## config.mk

```make
export PLATFORM = sky130hd
export DESIGN_NAME = shift_right_serializer_ctrl
export DESIGN_NICKNAME = d
export VERILOG_FILES = /design/src/rtl/shift_right_serializer_ctrl.sv
export SDC_FILE = /design/constraint.sdc
export NUM_CORES = 1
export LEC_CHECK = 0
export BUFFER_PORTS_ARGS = -buffer_cell sky130_fd_sc_hd__buf_2
export CORE_MARGIN = 1.5
export CORE_UTILIZATION = 49
export DETAILED_ROUTE_END_ITERATION = 10
export PLACE_DENSITY = 0.77
export REMOVE_ABC_BUFFERS = 1
export SLEW_MARGIN = 25
export SYNTH_ARGS = -nofsm -noshare
export SYNTH_HDL_FRONTEND = slang
export SYNTH_SLANG_ARGS = --single-unit
export TNS_END_PERCENT = 20
```

## constraint.sdc

```tcl
create_clock -name clk -period 1.76 [get_ports clk]
set_clock_uncertainty 0.05 [all_clocks]
set_input_delay 0.088 -clock clk [delete_from_list [all_inputs] [get_ports clk]]
set_output_delay 0.088 -clock clk [all_outputs]
set_load 0.05 [all_outputs]
```

## src/rtl/shift_right_serializer_ctrl.sv

```systemverilog
// LSB-first serializer: loads a word, shifts it out one bit per
// unstalled cycle, then pulses done with the word's popcount.
module shift_right_serializer_ctrl #(
  parameter int WIDTH = 8,
  parameter int CNT_W = 4
) (
  input  logic             clk,
  input  logic             rst,
  input  logic             start,
  input  logic [WIDTH-1:0] din,
  input  logic             stall,
  output logic             busy,
  output logic             bit_valid,
  output logic             bit_out,
  output logic [CNT_W-1:0] bit_idx,
  output logic             done,
  output logic [CNT_W-1:0] ones
);

  typedef enum logic [1:0] {
    IDLE,
    SHIFT,
    DONE
  } state_e;

  localparam logic [CNT_W-1:0] LAST = CNT_W'(WIDTH - 1);

  state_e           state_q, state_d;
  logic [WIDTH-1:0] shreg_q, shreg_d;
  logic [CNT_W-1:0] cnt_q, cnt_d;
  logic [CNT_W-1:0] acc_q, acc_d;
  logic [CNT_W-1:0] ones_q, ones_d;
  logic [CNT_W-1:0] acc_nx;

  assign acc_nx = acc_q + {{(CNT_W-1){1'b0}}, shreg_q[0]};

  always_ff @(posedge clk) begin
    if (rst) begin
      state_q <= IDLE;
      shreg_q <= '0;
      cnt_q   <= '0;
      acc_q   <= '0;
      ones_q  <= '0;
    end else begin
      state_q <= state_d;
      shreg_q <= shreg_d;
      cnt_q   <= cnt_d;
      acc_q   <= acc_d;
      ones_q  <= ones_d;
    end
  end

  always_comb begin
    state_d   = state_q;
    shreg_d   = shreg_q;
    cnt_d     = cnt_q;
    acc_d     = acc_q;
    ones_d    = ones_q;
    busy      = 1'b0;
    bit_valid = 1'b0;
    bit_out   = 1'b0;
    bit_idx   = '0;
    done      = 1'b0;
    unique case (state_q)
      IDLE: begin
        if (start) begin
          shreg_d = din;
          cnt_d   = '0;
          acc_d   = '0;
          state_d = SHIFT;
        end
      end
      SHIFT: begin
        busy      = 1'b1;
        bit_valid = !stall;
        bit_out   = shreg_q[0];
        bit_idx   = cnt_q;
        if (!stall) begin
          shreg_d = {1'b0, shreg_q[WIDTH-1:1]};
          acc_d   = acc_nx;
          // Final bit: latch the full count so it survives into IDLE
          if (cnt_q == LAST) begin
            ones_d  = acc_nx;
            state_d = DONE;
          end else begin
            cnt_d = cnt_q + 1'b1;
          end
        end
      end
      DONE: begin
        busy    = 1'b1;
        done    = 1'b1;
        state_d = IDLE;
      end
      default: state_d = IDLE;
    endcase
  end

  assign ones = ones_q;

endmodule

```

==> impl_metrics.py <==
metrics = {
    "run_status": {
        "status": "finished clean",
    },
    "die": {
        "fp.dieH_um": 55.2,
        "start_util_pct": 52.9,
        "fp.dieW_um": 55.2,
        "io_pins": 24,
        "core_area_um2": 2520,
        "rows": 18,
        "die_area_um2": 3040,
    },
    "cells_and_area": {
        "num_antenna_cells": 0,
        "num-fill-cells": 210,
        "fin_nets": 199,
        "drive_gt1_share_pct": 33.0,
        "area_growth_pct": 24.0,
        "design_area_um2": 1650,
        "regArea_um2": 443,
        "multi_input_area_um2": 836,
    },
    "yosys": {
        "synthesis.area_um2": 1330,
        "async_flop_share_pct": 0,
        "ys_types": 43,
        "ys_seq_elements": 22,
        "synth_edf_count": 0,
        "yosysSeqAreaShare_pct": 33.0,
        "synthesis.instances": 146,
        "ys.flop_type": "dfxtp_1",
        "yosysWarnings": 0,
        "syn_avg_cell_area_um2": 9.14,
    },
    "drt": {
        "ant_nets": 0,
        "wl_per_cell_um": 15.1,
        "viasPerCell": 5.92,
        "initialDrtViolationCount": 28,
        "drc": 0,
        "wirelength_um": 3160,
        "num_vias": 1237,
        "drt_pre_antenna_iters": 4,
    },
    "cts": {
        "ctsLongestPathBuffers": 2,
        "cts_tree": "built",
        "htree_num_levels": 1,
        "clk_pin_slew_ns": 0.13,
        "cts_buffers": 3,
        "cts-root-buf": "clkbuf_4",
        "clk_latency_ns": 0.32,
        "cts.sinks": 22,
    },
    "timing": {
        "relSlewSlack_pct": 73.8,
        "tns_ns": 0,
        "drv_slew": 0,
        "fmax_ghz": 0.584,
        "rsz0062_at_grt": "true",
        "hold_violations": 0,
        "tightestPinTransition_ns": 0.383,
        "final.period_utilization_pct": 97.4,
        "setup_violations": 0,
        "min_period_ns": 1.71,
    },
    "placed_design": {
        "io_buffers": 23,
        "gp_congestion": 0.822,
        "dp_hpwl_um": 2330,
        "postPlaceCellArea_um2": 1540,
    },
    "worst_setup_path": {
        "critical-path-max-stage-delay_ns": 0.54,
        "critical_path.top_delay_family": "simple AND/OR/NAND/NOR gates",
        "r2r_slack_ns": 0.05,
        "r2r-end": "cnt_q[2]$_SDFFE_PP0P_",
        "worstReg2RegStart": "state_q[0]$_SDFFE_PP0P_",
        "worst-path-buf-inv": 1,
        "setup.worst_path.end_class": "register",
        "slowest_stage": "or4_4",
        "path_class": "reg -> reg",
        "required_ns": 1.96,
        "critical_path.cell_chain": "inv_1 -> ha_1 -> nor2b_1 -> or4_4 -> a221oi_2",
        "worst_r2r_path_depth": 5,
        "cp_max_fo": 4,
        "crit_arrival_ns": 1.91,
        "cp-start-kind": "register",
    },
    "min_path": {
        "min_path_cells": 3,
        "min_from": "start",
        "worst_hold_path_type": "in -> reg",
        "min_to": "shreg_q[7]$_SDFFE_PP0P_",
    },
    "global_routing": {
        "grt_use_total_pct": 23.2,
        "grt_max_degree": 19,
        "grt_pass1_wl_um": 5020,
        "antenna_found_initial": 0,
        "overflow": 0,
        "grt_pass1_vias": 1105,
    },
    "flow_run": {
        "drv_cap": 0,
    },
    "power": {
        "max-vdd-ir-drop_uv": 901,
        "leakagePower_nw": 0.671,
        "power_density_nw_per_um2": 1360,
    },
}
repair_timing:
action,4_1_cts,5_1_grt
gates resized for setup,3,17
pin swaps,0,0
gates cloned,0,0
hold buffers,2,0
endpoints found under the setup margin,3,18
setup buffers,0,1
hold endpoints to repair,3,0
worst max-delay path by stage:
stage / from / end / slack, ns / depth (start not counted)
2_1_floorplan: state_q[1]$_SDFFE_PP0P_ / cnt_q[2]$_SDFFE_PP0P_ / -0.13 / 5
3_3_place_gp: state_q[0]$_SDFFE_PP0P_ / cnt_q[2]$_SDFFE_PP0P_ / 0.08 / 5
3_5_place_dp: state_q[1]$_SDFFE_PP0P_ / acc_q[3]$_SDFFE_PP0P_ / -0.0004 / 7
4_1_cts: state_q[1]$_SDFFE_PP0P_ / bit_out / -0.002 / 6
5_1_grt: state_q[0]$_SDFFE_PP0P_ / shreg_q[4]$_SDFFE_PP0P_ / -0.003 / 7
6_report: state_q[0]$_SDFFE_PP0P_ / cnt_q[2]$_SDFFE_PP0P_ / 0.05 / 5
synth_stat cells (all sizes together) (2+ instances only):
| library cell | n | area (µm²) |
|---|---|---|
| nand3b | 2 | 15.0 |
| nand2 | 6 | 22.5 |
| clkbuf | 2 | 7.51 |
| nand4b | 3 | 26.3 |
| a32o | 2 | 20.0 |
| nand3 | 5 | 25.0 |
| nor3 | 5 | 36.3 |
| nand2b | 2 | 12.5 |
| o2111ai | 2 | 17.5 |
| a211oi | 10 | 75.1 |
| buf | 9 | 58.8 |
| inv | 6 | 22.5 |
| a31oi | 7 | 43.8 |
| or2 | 2 | 12.5 |
| nor2 | 5 | 18.8 |
| ha | 7 | 87.6 |
| dfxtp | 22 | 440 |
| mux2i | 11 | 110 |
| o31ai | 3 | 22.5 |
| nor2b | 5 | 31.3 |
| and2 | 6 | 40.0 |
| o21ai | 3 | 15.0 |
| a21oi | 7 | 35.0 |
sequential cells by signal, indices dropped and copies added, names as in the netlist:
register,cells
shreg_q,8
acc_q,4
cnt_q,4
ones,4
state_q,2
through the flow:
| stage | instances | total power [mW] | utilization [%] | hold slack [ns] | worst slack (ns) |
|---|---|---|---|---|---|
| after floorplan | 135 | 1.44 | - | 0.104 | -0.131 |
| after global placement | 202 | 1.82 | 61.0 | 0.302 | 0.0775 |
| after detailed placement | 202 | 1.85 | 61.0 | 0.314 | -0.000430 |
| after CTS | 208 | 2.16 | 63.4 | 0.0196 | -0.00195 |
| after global routing | 209 | 2.38 | 65.6 | 0.0200 | -0.00275 |
| final | 209 | 2.24 | 65.6 | 0.0316 | 0.0466 |
power breakdown:
part | switching [mW] | internal [mW]
sequential | 0.0716 | 0.596
combinational | 0.709 | 0.577
clock | 0.164 | 0.127
total | 0.944 | 1.30
cell usage in the layout (no fill, tap or decap), types with 3 or more instances in the layout:
master,instances
nor3_1,4
nor2_1,4
o31ai_1,3
a211oi_1,10
nand3_1,5
o21ai_0,3
and2_1,5
a21oi_1,7
mux2i_1,11
ha_2,3
ha_1,4
inv_1,4
buf_2,20
buf_4,15
dfxtp_1,20
clkbuf_4,3
nand4b_1,3
nand2_1,5
a31oi_1,6
nor2b_1,4
layout make-up:
cell class              instances  area share [%]
multi-input cells             107            50.5
flip-flops and latches         22            26.8
repair buffers                 40            16.6
well taps                      30            2.27
clock buffers                   4            2.19
inverters                       6            1.59
cells by family after synthesis:
family	Yosys count	synth area share, %
xor gates and xnor gates	2	1.31
DFF	22	33.0
adders and majority gates	7	6.57
buffers and inverters	17	6.66
AOI/OAI and AO/OA	42	23.3
and+or+nand+nor	45	20.9
muxes	11	8.26
metal layers:
layer	wire length, µm	GRT usage [%]	vias up
li1	-	-	619
met1	1520	30.4	595
met2	1540	37.7	21
met3	97	5.65	2
met4	11	6.50	0
met5	0	0	-
worst min-delay path, stage by stage:
cell      delay, ns
buf_2          0.13
nand4b_1       0.09
a21oi_1        0.06
No activity file was read; power rests on OpenSTA's default activity.
